--- src/rtl/uart_fifo_conn.sv ---
// uart_fifo_conn: UART with TX/RX FIFOs, configurable framing and sticky error status
module uart_fifo_conn_fifo #(
  parameter int W = 8,
  parameter int D = 8
) (
  input  logic         clk,
  input  logic         rst,
  input  logic         push_i,
  input  logic [W-1:0] din_i,
  input  logic         pop_i,
  output logic [W-1:0] dout_o,
  output logic         empty_o,
  output logic         full_o
);
  localparam int AW = $clog2(D);
  logic [W-1:0] mem_q [D];
  logic [AW-1:0] wr_q, rd_q;
  logic [AW:0] cnt_q;
  logic do_pop, do_push;
  assign empty_o = cnt_q == '0;
  assign full_o = cnt_q == (AW+1)'(D);
  assign do_pop = pop_i & ~empty_o;
  assign do_push = push_i & (~full_o | do_pop);
  assign dout_o = mem_q[rd_q];
  always_ff @(posedge clk)
    if (do_push) mem_q[wr_q] <= din_i;
  always_ff @(posedge clk)
    if (rst) begin
      wr_q <= '0;
      rd_q <= '0;
      cnt_q <= '0;
    end else begin
      wr_q <= wr_q + AW'(do_push);
      rd_q <= rd_q + AW'(do_pop);
      cnt_q <= cnt_q + (AW+1)'(do_push) - (AW+1)'(do_pop);
    end
endmodule

module uart_fifo_conn #(
  parameter int DATA_W = 8,
  parameter int CLKS_PER_BIT = 16,
  parameter int PARITY = 0,
  parameter int STOP_BITS = 1,
  parameter int TX_DEPTH = 8,
  parameter int RX_DEPTH = 8
) (
  input  logic              clk,
  input  logic              rst,
  input  logic [DATA_W-1:0] tx_data,
  input  logic              tx_valid,
  output logic              tx_ready,
  output logic [DATA_W-1:0] rx_data,
  output logic              rx_valid,
  input  logic              rx_ready,
  input  logic              err_clr,
  output logic [5:0]        status,
  input  logic              rxd,
  output logic              txd
);
  localparam int CW = $clog2(CLKS_PER_BIT);
  typedef enum logic [2:0] {IDLE, START, DATA, PAR, STOP} st_e;
  st_e tx_st_q, tx_st_d, rx_st_q, rx_st_d;
  logic [CW-1:0] tx_cnt_q, tx_cnt_d, rx_cnt_q, rx_cnt_d;
  logic [3:0] tx_bit_q, tx_bit_d, rx_bit_q, rx_bit_d;
  logic [DATA_W-1:0] tx_sh_q, tx_sh_d, rx_sh_q, rx_sh_d, txf_dout, rxf_dout;
  logic tx_par_q, tx_par_d, rx_par_q, rx_par_d, txd_q;
  logic tx_pop, tx_end, tx_last_data, tx_last_stop, txf_empty, txf_full;
  logic rx_s1_q, rx_s2_q, rx_prev_q, rx_end, rx_last_data, rx_push, rx_pop, rxf_empty, rxf_full;
  logic ferr_set, perr_set, ovr_set, ferr_q, perr_q, ovr_q;
  uart_fifo_conn_fifo #(.W(DATA_W), .D(TX_DEPTH)) u_txf (
    .clk(clk), .rst(rst), .push_i(tx_valid & tx_ready), .din_i(tx_data), .pop_i(tx_pop),
    .dout_o(txf_dout), .empty_o(txf_empty), .full_o(txf_full));
  uart_fifo_conn_fifo #(.W(DATA_W), .D(RX_DEPTH)) u_rxf (
    .clk(clk), .rst(rst), .push_i(rx_push), .din_i(rx_sh_q), .pop_i(rx_pop),
    .dout_o(rxf_dout), .empty_o(rxf_empty), .full_o(rxf_full));
  assign tx_ready = ~txf_full;
  assign rx_valid = ~rxf_empty;
  assign rx_pop = rx_valid & rx_ready;
  assign rx_data = rx_valid ? rxf_dout : '0;
  assign txd = txd_q;
  assign status = {ovr_q, perr_q, ferr_q, rxf_full, txf_empty & (tx_st_q == IDLE), tx_st_q != IDLE};
  assign tx_end = tx_cnt_q == CW'(CLKS_PER_BIT - 1);
  assign tx_last_data = tx_bit_q == 4'(DATA_W - 1);
  assign tx_last_stop = tx_bit_q == 4'(STOP_BITS - 1);
  assign rx_end = rx_cnt_q == CW'(CLKS_PER_BIT - 1);
  assign rx_last_data = rx_bit_q == 4'(DATA_W - 1);
  assign ovr_set = rx_push & rxf_full & ~rx_pop;
  always_comb begin
    tx_st_d = tx_st_q;
    tx_cnt_d = tx_end ? '0 : tx_cnt_q + CW'(1);
    tx_bit_d = tx_bit_q;
    tx_sh_d = tx_sh_q;
    tx_par_d = tx_par_q;
    tx_pop = 1'b0;
    case (tx_st_q)
      IDLE: begin
        tx_cnt_d = '0;
        tx_pop = ~txf_empty;
      end
      START: if (tx_end) tx_st_d = DATA;
      DATA: if (tx_end) begin
        tx_sh_d = tx_sh_q >> 1;
        tx_bit_d = tx_last_data ? '0 : tx_bit_q + 4'd1;
        if (tx_last_data) tx_st_d = PARITY != 0 ? PAR : STOP;
      end
      PAR: if (tx_end) tx_st_d = STOP;
      STOP: if (tx_end) begin
        tx_bit_d = tx_last_stop ? '0 : tx_bit_q + 4'd1;
        if (tx_last_stop) begin
          tx_st_d = IDLE;
          tx_pop = ~txf_empty;
        end
      end
      default: tx_st_d = IDLE;
    endcase
    // a pop from IDLE or the final stop period starts the next frame with no gap
    if (tx_pop) begin
      tx_st_d = START;
      tx_sh_d = txf_dout;
      tx_par_d = ^txf_dout ^ (PARITY == 1);
    end
  end
  always_comb begin
    rx_st_d = rx_st_q;
    rx_cnt_d = rx_end ? '0 : rx_cnt_q + CW'(1);
    rx_bit_d = rx_bit_q;
    rx_sh_d = rx_sh_q;
    rx_par_d = rx_par_q;
    rx_push = 1'b0;
    ferr_set = 1'b0;
    perr_set = 1'b0;
    case (rx_st_q)
      IDLE: begin
        rx_cnt_d = '0;
        if (rx_prev_q & ~rx_s2_q) rx_st_d = START;
      end
      START: if (rx_cnt_q == CW'(CLKS_PER_BIT / 2 - 1)) begin
        rx_cnt_d = '0;
        rx_bit_d = '0;
        rx_st_d = rx_s2_q ? IDLE : DATA;
      end
      DATA: if (rx_end) begin
        rx_sh_d = {rx_s2_q, rx_sh_q[DATA_W-1:1]};
        rx_bit_d = rx_last_data ? '0 : rx_bit_q + 4'd1;
        if (rx_last_data) rx_st_d = PARITY != 0 ? PAR : STOP;
      end
      PAR: if (rx_end) begin
        rx_par_d = rx_s2_q;
        rx_st_d = STOP;
      end
      STOP: if (rx_end) begin
        rx_st_d = IDLE;
        ferr_set = ~rx_s2_q;
        perr_set = rx_s2_q & (PARITY != 0) & (rx_par_q != (^rx_sh_q ^ (PARITY == 1)));
        rx_push = rx_s2_q & ~perr_set;
      end
      default: rx_st_d = IDLE;
    endcase
  end
  always_ff @(posedge clk)
    if (rst) begin
      tx_st_q <= IDLE;
      tx_cnt_q <= '0;
      tx_bit_q <= '0;
      tx_sh_q <= '0;
      tx_par_q <= 1'b0;
      txd_q <= 1'b1;
      rx_st_q <= IDLE;
      rx_cnt_q <= '0;
      rx_bit_q <= '0;
      rx_sh_q <= '0;
      rx_par_q <= 1'b0;
      rx_s1_q <= 1'b1;
      rx_s2_q <= 1'b1;
      rx_prev_q <= 1'b1;
      ferr_q <= 1'b0;
      perr_q <= 1'b0;
      ovr_q <= 1'b0;
    end else begin
      tx_st_q <= tx_st_d;
      tx_cnt_q <= tx_cnt_d;
      tx_bit_q <= tx_bit_d;
      tx_sh_q <= tx_sh_d;
      tx_par_q <= tx_par_d;
      txd_q <= tx_st_q == START ? 1'b0 : tx_st_q == DATA ? tx_sh_q[0] : tx_st_q == PAR ? tx_par_q : 1'b1;
      rx_st_q <= rx_st_d;
      rx_cnt_q <= rx_cnt_d;
      rx_bit_q <= rx_bit_d;
      rx_sh_q <= rx_sh_d;
      rx_par_q <= rx_par_d;
      rx_s1_q <= rxd;
      rx_s2_q <= rx_s1_q;
      rx_prev_q <= rx_s2_q;
      ferr_q <= ferr_set | (ferr_q & ~err_clr);
      perr_q <= perr_set | (perr_q & ~err_clr);
      ovr_q <= ovr_set | (ovr_q & ~err_clr);
    end
endmodule
--- config.mk ---
export PLATFORM = sky130hd
export DESIGN_NAME = uart_fifo_conn
export DESIGN_NICKNAME = d
export VERILOG_FILES = /design/src/rtl/uart_fifo_conn.sv
export SDC_FILE = /design/constraint.sdc
export NUM_CORES = 1
export LEC_CHECK = 0
export BUFFER_PORTS_ARGS = -buffer_cell sky130_fd_sc_hd__buf_2
export CORE_MARGIN = 1.5
export CORE_UTILIZATION = 40
export DETAILED_ROUTE_END_ITERATION = 10
export GPL_TIMING_DRIVEN = 1
export PLACE_DENSITY = 0.64
export SLEW_MARGIN = 20
export SYNTH_ARGS = -nofsm -noshare
export SYNTH_HDL_FRONTEND = slang
export SYNTH_HIERARCHICAL = 1
export SYNTH_SLANG_ARGS = --single-unit
--- constraint.sdc ---
create_clock -name clk -period 5.1 [get_ports clk]
set_input_delay 1.02 -clock clk [delete_from_list [all_inputs] [get_ports clk]]
set_output_delay 1.02 -clock clk [all_outputs]
set_load 0.02 [all_outputs]
==> out/qor.yml <==
outcome: "complete, no violations"
worst_stage_delay_on_the_critical_path_ns: 0.95
total_switching_power_mw: 1.24
synth_area_per_cell_sq_um: 14.5
antenna_cells: 0
yosys_warnings: 6
worst-endpoint-arrival_ns: 2.62
grt-ovfl-total: 0
cts.hold.buffers_added: 0
port_buffers: 30
worstHoldStart: "rx_s1_q"
num-nets-final: 647
seq_power_share_pct: 45.9
post_cts_repair_setup_buffers: 0
postSynthCellCount: 578
number_of_antenna_violations_at_the_first_check_in_global_routing: 0
setup.worst_path.start: "u_rxf/rd_q[1]"
timing.reg2reg.worst_path_depth: 9
clkTransAtPathRegs_ns: 0.07
p_int_mw: 2.88
tritoncts: "yes"
total_routing_usage_reported_by_global_routing_pct: 14.4
hold_violations: 0
area_delta_synth_final_pct: 11.4
grt_first_pass_wirelength_mm: 24.3
synthesis.nets: 617
cts_max_level: 4
irDropWorstVdd_mv: 0.287
tightest_pin_transition_ns: 0.985
setup_repair_after_global_routing_missed_its_margin: "no"
critPathLaunchType: "flip-flop"
p_leak_nw: 3.29
antenna_left: 0
post-synth-top-area-fraction_pct: 45.8
io_pins: 31
timing.final.max_slew_violations: 0
grt_pass1_vias: 4703
worst_hold_path_depth: 1
via_count: 4694
rows: 52
worstHoldEndpoint: "rx_s2_q"
initial_core_util_pct: 41.1
switching_share_pct: 30.0
synthFlopType: "sky130_fd_sc_hd__edfxtp_1"
timing.setup.critical_path_class: "flip-flop to output pin"
totalNegativeSetupSlack_ns: 0
gp_congestion: 0.800
setup-violations-final: 0
drt-wirelength-per-cell_um: 16.9
netlist-cell-type-count: 53
per_cell_via_count_in_the_routed_design: 5.27
critical_path.cell_chain: "mux4_1, mux2_2, nor2b_1, buf_2"
clkPwrFrac_pct: 30.8
first_pass_iters: 4
post_cts_resize_count: 0
cts_root_buf: "sky130_fd_sc_hd__clkbuf_16"
detailedPlacementHpwl_mm: 9.73
tritoncts.num_buffers: 17
timing.reg2reg.setup_slack_ns: 1.71
timing.rr.start: "tx_bit_q[0]"
timing.slew.headroom_pct: 34.3
maxcap_violations: 0
power.combinational.fraction_pct: 23.3
design.core.area_sq_um: 20400
crit_path_max_fanout: 17
hold_path.class: "flip-flop to flip-flop"
timing.final.crit_period_ns: 3.64
final.fill_count: 1811
clock_sink_count: 194
skew_ns: 0.0126
fmax_mhz: 275
synth-edff-count: 128
detail_route.drc_violations: 0
number_of_flip_flops_and_latches_in_the_synthesized_netlist: 194
drt_iter0_drc: 349
power.density_nw_per_um2: 441
most_repeated_cell_in_the_gate_level_netlist_after_synthesis: "sky130_fd_sc_hd__edfxtp_1"
critical_path_endpoint_category: "output pin"
synthArstFlopShare_pct: 0
synth_top_cells_by_area: "sky130_fd_sc_hd__edfxtp_1 (46%), sky130_fd_sc_hd__dfxtp_1 (16%), sky130_fd_sc_hd__mux4_1 (9.4%)"
cts-root-to-sink-buffers: 2
clock_latency_ns: 0.44
required_time_reported_for_the_critical_path_endpoint_ns: 4.08
fp.dieW_um: 148
layout_worst_path_cycle_share_pct: 71.3
syn_area_sq_um: 8390
synth_common_cells: "sky130_fd_sc_hd__edfxtp_1 (128), sky130_fd_sc_hd__dfxtp_1 (66), sky130_fd_sc_hd__mux4_1 (30), sky130_fd_sc_hd__nor2b_1 (28), sky130_fd_sc_hd__a21oi_1 (27)"
rr_endpoint: "u_txf/mem_q[7][0]"
yosysSeqAreaShare_pct: 61.5
final_layout_size_suffix_gt1_share_pct: 17.1
route.final.wire_length_mm: 15.1
utilization_pct: 45.8
netlist.top_cell.by_area: "sky130_fd_sc_hd__edfxtp_1"
largest_net_degree_at_the_start_of_global_routing: 36
design.die.area_sq_um: 21900
cp_slowest_cell: "sky130_fd_sc_hd__dfxtp_1"
floorplan.die.height_um: 148
-- metrics by stage --
step	setup WS [ns]	instances	hold WS [ns]	cell area (sq um)	power, mW
final	1.46	891	0.410	9350	4.12
after global routing	1.34	891	0.425	9350	4.32
after CTS	1.39	891	0.413	9350	4.16
after detailed placement	1.61	859	0.395	8780	2.88
after global placement	1.72	859	0.396	8780	2.85
after floorplan	1.84	578	0.389	8390	2.64
-- layout make-up --
| class | instances | area (sq um) | share of cell area [%] |
|---|---|---|---|
| Clock buffer | 18 | 429 | 4.59 |
| Tap cell | 270 | 338 | 3.61 |
| Clock inverter | 14 | 138 | 1.47 |
| Timing Repair Buffer | 41 | 233 | 2.49 |
| Sequential cell | 194 | 5160 | 55.2 |
| Multi-Input combinational cell | 333 | 2970 | 31.8 |
| Inverter | 21 | 78.8 | 0.843 |
-- metal layers --
metal  wire [um]  vias up  track usage (%)
met5           0        -                0
met4         215        0             5.30
met3         349       18             2.59
met2        7830       54             26.1
met1        6660     2359             17.1
li1            -     2263                -
-- worst max-delay path: cells and delay by family (launching register included) --
kind / cells / cell delay [ns]
multiplexers: 2 / 0.94
buffers and inverters: 1 / 0.16
flip-flops: 1 / 0.95
AND/OR/NAND/NOR: 1 / 0.14
-- flip-flops by register name, indices dropped and copies added (netlist names) --
name         flops
u_rxf/cnt_q      4
rx_st_q          3
txd              1
rx_s1_q          1
u_rxf/wr_q       3
tx_sh_q          8
rx_sh_q          8
ovr_q            1
rx_prev_q        1
tx_st_q          3
tx_bit_q         4
u_txf/mem_q     64
perr_q           1
ferr_q           1
rx_cnt_q         4
tx_cnt_q         4
rx_bit_q         4
u_rxf/mem_q     64
rx_s2_q          1
u_rxf/rd_q       3
tx_par_q         1
u_txf/cnt_q      4
u_txf/wr_q       3
u_txf/rd_q       3
-- placed cells by master, fill, tap and decap left out, types with 10 or more instances in the layout --
cell type                   instances
sky130_fd_sc_hd__xnor2_1           18
sky130_fd_sc_hd__clkbuf_16         17
sky130_fd_sc_hd__buf_4             11
sky130_fd_sc_hd__nand2_1           25
sky130_fd_sc_hd__mux2_2            16
sky130_fd_sc_hd__dfxtp_1           66
sky130_fd_sc_hd__ha_1              23
sky130_fd_sc_hd__mux2i_1           11
sky130_fd_sc_hd__nand3_1           13
sky130_fd_sc_hd__o21ai_0           10
sky130_fd_sc_hd__buf_2             30
sky130_fd_sc_hd__nor3_1            17
sky130_fd_sc_hd__nor2b_1           28
sky130_fd_sc_hd__inv_1             19
sky130_fd_sc_hd__nor2_1            24
sky130_fd_sc_hd__mux4_1            30
sky130_fd_sc_hd__edfxtp_1         128
sky130_fd_sc_hd__a21oi_1           27
-- worst max-delay path by stage --
stage / endpoint / slack (ns)
floorplan: u_txf/mem_q[2][0] / 1.84
global placement: u_txf/mem_q[6][1] / 1.72
detailed placement: u_txf/mem_q[6][1] / 1.61
CTS: rx_data[3] / 1.39
global route: rx_data[3] / 1.34
finish: rx_data[3] / 1.46
-- cell families after synthesis --
kind of cell	after synthesis	share of synthesized area, %
adder cells (fa/ha/maj)	25	3.91
XOR/XNOR	20	2.09
multiplexers	59	13.4
buffers and inverters	51	3.16
AND/OR/NAND/NOR	166	11.2
AO/OA/AOI/OAI	63	4.74
flip-flops	194	61.5
-- power groups by stage --
stage / clock (mW) / sequential, mW / combinational [mW]
3_3_place_gp: 0 / 1.92 / 0.934
5_1_grt: 1.36 / 1.91 / 1.06
4_1_cts: 1.30 / 1.89 / 0.970
3_5_place_dp: 0 / 1.92 / 0.953
2_1_floorplan: 0 / 1.86 / 0.779
6_report: 1.27 / 1.89 / 0.961
(Power assumes the default switching activity.)
